--- src/rtl/tsp_sa.sv ---
// tsp_sa: simulated-annealing solver for small symmetric TSP instances.
//
// A TSPLIB-like text description is streamed in one character per cycle.
// City lines ("index x y") are parsed into an on-chip table of up to 16
// cities; a line starting with 'E' (e.g. "EOF") ends loading once at least
// three cities are known. The block then anneals forever using random
// pairwise swaps of tour positions, reporting the shortest closed tour seen.
//
// Ports:
//   clk                 - sole clock, rising edge
//   rst                 - synchronous, active-high reset
//   specdata[7:0]       - ASCII character of the problem text (LF/CR = EOL)
//   has_specdata        - specdata is valid this cycle
//   ready_to_read       - block accepts a character this cycle (LOAD only)
//   rng[31:0]           - free-running random word from an external PRNG
//   best_distance[31:0] - shortest closed-tour length found so far
//   best_distance_valid - best_distance holds a real tour length
//   debug[7:0]          - {state[2:0], city_count[4:0]}
module tsp_sa (
    input  logic        clk,
    input  logic        rst,
    input  logic [7:0]  specdata,
    input  logic        has_specdata,
    output logic        ready_to_read,
    input  logic [31:0] rng,
    output logic [31:0] best_distance,
    output logic        best_distance_valid,
    output logic [7:0]  debug
);
    typedef enum logic [2:0] {
        LOAD    = 3'd0,
        INIT    = 3'd1,
        PROPOSE = 3'd2,
        EVAL    = 3'd3,
        DECIDE  = 3'd4
    } state_t;

    state_t state, next_state;

    logic [15:0] cx [16];
    logic [15:0] cy [16];
    logic [3:0]  tour [16];
    logic [3:0]  cand [16];
    logic [4:0]  city_count;

    logic        line_start, city_line, in_field, in_frac;
    logic [1:0]  field;
    logic [15:0] px, py;

    logic [3:0]  k, k_next;
    logic [31:0] acc, current, cand_len;
    logic [15:0] temp;

    logic        take_char, is_eol, is_digit, is_space, end_line;
    logic        last_edge, prop_ok, accept_move;
    logic [3:0]  pi, pj, ca, cb;
    logic [15:0] dx, dy;
    logic [16:0] edge_len;
    logic        rng_unused;

    assign rng_unused = ^rng[15:8];

    assign take_char = has_specdata && ready_to_read;
    assign is_eol    = (specdata == 8'd10) || (specdata == 8'd13);
    assign is_digit  = (specdata >= "0") && (specdata <= "9");
    assign is_space  = (specdata == " ") || (specdata == 8'd9);
    assign end_line  = take_char && line_start && (specdata == "E") && (city_count >= 5'd3);

    assign last_edge = ({1'b0, k} == city_count - 5'd1);
    assign k_next    = last_edge ? 4'd0 : k + 4'd1;

    assign pi          = rng[3:0];
    assign pj          = rng[7:4];
    assign prop_ok     = ({1'b0, pi} < city_count) && ({1'b0, pj} < city_count) && (pi != pj);
    assign accept_move = (cand_len <= current) || (rng[31:16] < temp);

    // INIT and EVAL both walk the candidate tour; INIT loads it with the
    // identity order so one distance unit serves both.
    always_comb begin
        ca       = cand[k];
        cb       = cand[k_next];
        dx       = (cx[ca] >= cx[cb]) ? cx[ca] - cx[cb] : cx[cb] - cx[ca];
        dy       = (cy[ca] >= cy[cb]) ? cy[ca] - cy[cb] : cy[cb] - cy[ca];
        edge_len = {1'b0, dx} + {1'b0, dy};
    end

    always_ff @(posedge clk) begin
        if (rst) state <= LOAD;
        else     state <= next_state;
    end

    always_comb begin
        next_state = state;
        case (state)
            LOAD:    if (end_line)  next_state = INIT;
            INIT:    if (last_edge) next_state = PROPOSE;
            PROPOSE: if (prop_ok)   next_state = EVAL;
            EVAL:    if (last_edge) next_state = DECIDE;
            DECIDE:                 next_state = PROPOSE;
            default:                next_state = LOAD;
        endcase
    end

    always_comb begin
        ready_to_read = (state == LOAD) && !rst;
        debug         = {state, city_count};
    end

    always_ff @(posedge clk) begin
        if (rst) begin
            city_count          <= 5'd0;
            line_start          <= 1'b1;
            city_line           <= 1'b0;
            in_field            <= 1'b0;
            in_frac             <= 1'b0;
            field               <= 2'd0;
            px                  <= 16'd0;
            py                  <= 16'd0;
            k                   <= 4'd0;
            acc                 <= 32'd0;
            current             <= 32'd0;
            cand_len            <= 32'd0;
            temp                <= 16'hFFFF;
            best_distance       <= 32'd0;
            best_distance_valid <= 1'b0;
        end else begin
            case (state)
                LOAD: if (take_char) begin
                    if (is_eol) begin
                        // Lines past the 16th are parsed but never stored.
                        if (city_line && city_count < 5'd16) begin
                            cx[city_count[3:0]] <= px;
                            cy[city_count[3:0]] <= py;
                            city_count          <= city_count + 5'd1;
                        end
                        line_start <= 1'b1;
                        city_line  <= 1'b0;
                    end else if (line_start) begin
                        line_start <= 1'b0;
                        city_line  <= is_digit;
                        in_field   <= is_digit;
                        in_frac    <= 1'b0;
                        field      <= 2'd0;
                        px         <= 16'd0;
                        py         <= 16'd0;
                        if (end_line) begin
                            for (int i = 0; i < 16; i++) begin
                                tour[i] <= 4'(i);
                                cand[i] <= 4'(i);
                            end
                            k    <= 4'd0;
                            acc  <= 32'd0;
                            temp <= 16'hFFFF;
                        end
                    end else if (city_line) begin
                        if (is_space) begin
                            if (in_field && field != 2'd3) field <= field + 2'd1;
                            in_field <= 1'b0;
                            in_frac  <= 1'b0;
                        end else if (specdata == ".") begin
                            in_frac <= 1'b1;
                        end else if (is_digit) begin
                            in_field <= 1'b1;
                            // Low nibble of an ASCII digit is its value.
                            if (!in_frac && field == 2'd1) px <= px * 16'd10 + {12'd0, specdata[3:0]};
                            if (!in_frac && field == 2'd2) py <= py * 16'd10 + {12'd0, specdata[3:0]};
                        end
                    end
                end
                INIT, EVAL: begin
                    acc <= acc + {15'd0, edge_len};
                    k   <= k + 4'd1;
                    if (last_edge) begin
                        k   <= 4'd0;
                        acc <= 32'd0;
                        if (state == INIT) begin
                            current             <= acc + {15'd0, edge_len};
                            best_distance       <= acc + {15'd0, edge_len};
                            best_distance_valid <= 1'b1;
                        end else begin
                            cand_len <= acc + {15'd0, edge_len};
                        end
                    end
                end
                PROPOSE: if (prop_ok) begin
                    for (int i = 0; i < 16; i++) cand[i] <= tour[i];
                    cand[pi] <= tour[pj];
                    cand[pj] <= tour[pi];
                    k        <= 4'd0;
                    acc      <= 32'd0;
                end
                DECIDE: begin
                    if (accept_move) begin
                        for (int i = 0; i < 16; i++) tour[i] <= cand[i];
                        current <= cand_len;
                        if (cand_len < best_distance) best_distance <= cand_len;
                    end
                    if (temp != 16'd0) temp <= temp - 16'd1;
                end
                default: ;
            endcase
        end
    end
endmodule

--- config.mk ---
export PLATFORM = sky130hd
export DESIGN_NAME = tsp_sa
export DESIGN_NICKNAME = d
export VERILOG_FILES = /design/src/rtl/tsp_sa.sv
export SDC_FILE = /design/constraint.sdc
export NUM_CORES = 2
export LEC_CHECK = 0
export CORE_UTILIZATION = 35
export CTS_BUF_LIST = sky130_fd_sc_hd__clkbuf_2
export CTS_CLUSTER_SIZE = 40
export DETAILED_ROUTE_END_ITERATION = 10
export SLEW_MARGIN = 25
export SYNTH_ARGS = -nofsm -noshare
export SYNTH_HDL_FRONTEND = slang
export SYNTH_SLANG_ARGS = --single-unit
--- constraint.sdc ---
create_clock -name clk -period 25.6 [get_ports clk]
set_input_delay 5.12 -clock clk [delete_from_list [all_inputs] [get_ports clk]]
set_output_delay 5.12 -clock clk [all_outputs]
set_load 0.03 [all_outputs]
==> impl_results.md <==
- Reg-to-reg slack, setup: 12.68 ns
- Area grow syn2layout: 9.266%
- Finished Cell Area: 0.05466 mm^2
- Lkg Pwr: 19.34 nW
- Fin crit period: 12.92 ns
- Post-Synth XOR/XNOR Area: 2.151%
- Most frequent cells in the layout: edfxtp_1 (640), mux2i_1 (427), clkbuf_2 (312), nor2_1 (291), a21oi_1 (272)
- Synth area leader: edfxtp_1
- Chip width: ~380 um
- CTS tree: done
- H-tree depth: 4
- CP max FO: 125
- Post-Route Utilization: between 30% and 40%
- Vias in the first global route: 35538
- Clock sinks: 839
- Status: completed
- Yosys reg bits: 839
- Final setup vio count: 0
- Slowest CP cell: nor3_2
- Die height: 380.1 um
- YS warnings: 0
- 1st-pass router iterations: 7
- Commonest non-fill, non-tap cell in the layout: edfxtp_1
- Core area: 0.1418 mm^2
- Register area share after synthesis: 46.38%
- DR DRC count: 0
- Post-DRT Antenna Nets: 0
- Synth Area in Adders: 6.577%
- WP data required: 27.12 ns
- Slew Viols, Final: 0
- Kind of path behind the tightest hold check: register to register
- Row cnt: between 100 and 150
- Crit Path Class: register to register
- Synth unique cells: 93
- Power Density: 93.43 mW/mm^2
- Syn Area/Cell: between 10 and 15 um^2
- Mapped Nets: 4558
- DIE AREA: 0.1445 mm^2
- DR WL/cell: ~23 um
- Worst EP arrival: 14.44 ns
- Post-Synth Simple-Gate Area: 9.546%
- RSZ-0062 raised after global routing: no
- Setup crit end kind: register
- Top Ports: 85
- Skew final: approximately 0.2 ns
- Fmax: roughly 0.077 GHz
- Number of I/O port buffers: 76
- Post-Syn Area: 0.05003 mm^2
- Number of vias per cell: 5.622
- Fin cells: 6427
- Largest family of logic cells by synthesized area: multiplexers
- Later-pin clock latency in the skew report: approximately 1.7 ns
- Mux contribution to synthesized area: 19.19%
- Ys flop type: edfxtp_1
- Rel. slew slack: 26.14%
- GRT Total Usage: between 10% and 20%
- DR vias: 36130
- Post-CTS resize count: 0
- Initial Util: 35.29%
- Startpoint Class: register
- Synth Area in Compound Gates: between 10% and 20%
- CP max stage delay: 0.82 ns
- Setup tns final: 0 ns
- Routability Congestion: 0.8989
- EDFF count, synth: 640
- Cts bufs inserted: 214
- Tcrit/Tclk final: 50.45%
- Async set-or-reset flop fraction in the synthesized netlist: 0%
- Number of DRC markers in iteration 0: 3193
- # hold bufs at CTS: 0
- Clk slew on worst S/H paths: 0.12 ns
- Mapped Cells: 4267
- Clock Root Buffer: clkbuf_2
- Total grt overflow: 0
- Pin count of the biggest net entering global routing: 126
- Maxcap violations: 0
- Max Root-Sink Buffers: 3
- Antenna violations before repair: 2
- Least-Margin Pin Slew: ~1.1 ns
- Largest cells by area after synthesis: edfxtp_1 (38%), mux4_2 (8.6%), mux2i_1 (8.5%), dfxtp_1 (8.0%), ha_1 (5.6%)
- Total Routed Length: 146000 um
- Final hold violations: 0
- Layout cells sized above 1: between 10% and 20%
- Placed Area: 0.05262 mm^2
- Cell mode on critical path: ha_1
- Net count, final: 4645
- Placed cells: 6028
- First-pass GRT wire length: between 200000 and 250000 um
- Post-DP HPWL: around 90000 um
- Post-CTS setup buffers: 0
- Maximum vdd drop: 0.1500 mV
- Post-synth top area share: 38.41%
-- power breakdown --
group	leakage, nW	internal (mW)	switching (mW)
clock	1.52	0.365	0.587
combinational	10.5	0.954	1.71
sequential	7.31	1.47	0.0174
-- state kept, by name (all words and copies together) (netlist names), named ones only --
name                 cells
acc                     32
best_distance           32
best_distance_valid      1
cand                    64
cand_len                32
city_count               5
city_line                1
current                 32
cx                     256
cy                     256
field                    2
in_field                 1
in_frac                  1
k                        4
line_start               1
px                      16
py                      16
state                    3
temp                    16
tour                    64
-- cell families (layout without fill, tap and decap cells) --
kind of cell / after synthesis / in the layout
xor gates and xnor gates: 115 / 115
DFF: 839 / 839
and+or+nand+nor: 978 / 978
buffers and inverters: 496 / 759
other: 0 / 7
muxes: 710 / 710
adders and majority gates: 248 / 248
AOI/OAI and AO/OA: 881 / 881
-- area by class of cell --
| class | count | area, um^2 |
|---|---|---|
| Antenna cell | 7 | 17.52 |
| Clock buffer | 312 | 1562 |
| Clock inverter | 80 | 441.7 |
| Fill cell | 13709 | 87090 |
| Inverter | 211 | 792.0 |
| Multi-Input combinational cell | 2932 | 24880 |
| Sequential cell | 839 | 23200 |
| Tap cell | 1890 | 2365 |
| Timing Repair Buffer | 156 | 1404 |
-- Yosys cell counts (34+ instances only) --
master	count
nor3_1	93
nand2_1	202
dfxtp_1	199
nand3_1	50
mux2i_1	427
nor2_1	305
mux4_2	190
o21ai_0	112
ha_1	223
and2_1	46
a211oi_1	66
buf_2	58
nor4_1	44
a21o_1	75
mux2_2	91
edfxtp_1	640
xnor2_1	86
clkbuf_1	165
inv_1	208
o31ai_1	37
a21oi_1	272
nand4_1	53
or3_1	34
a22oi_1	62
nand2b_1	58
-- path summary, 6_finish.rpt --
path,endpoint,cells after the start,start
min,current[2],2,current[2]
max,current[31],31,city_count[0]
max reg2reg,current[31],31,city_count[0]
min reg2reg,current[2],2,current[2]
-- layer usage --
layer / vias to the layer above / track usage (%) / routed length, um
met5: - / 0 / 91
li1: 16635 / - / -
met2: 1355 / 32.26 / 69320
met1: 17848 / 25.89 / 61390
met4: 2 / 7.908 / 4730
met3: 290 / 3.437 / 10440
-- worst max-delay path: cells and delay by family, from the launching register on --
kind            cells  cell delay (ns)
compound gates     12             4.73
simple gates        6             2.32
buf+inv             4             1.98
fa+ha+maj           4             1.59
xor+xnor            2             0.65
flops               1             0.63
mux                 3             0.63
-- stage by stage --
step / total power [mW] / worst slack (ns) / hold WS (ns)
finish: 5.107 / 12.68 / 0.4743
global route: 5.428 / 11.88 / 0.4904
CTS: 5.125 / 12.25 / 0.4756
detailed placement: 4.163 / 12.31 / 0.4616
global placement: 4.139 / 12.53 / 0.4559
floorplan: 3.398 / 14.25 / 0.4398
Power figures use the tool's default switching activity.
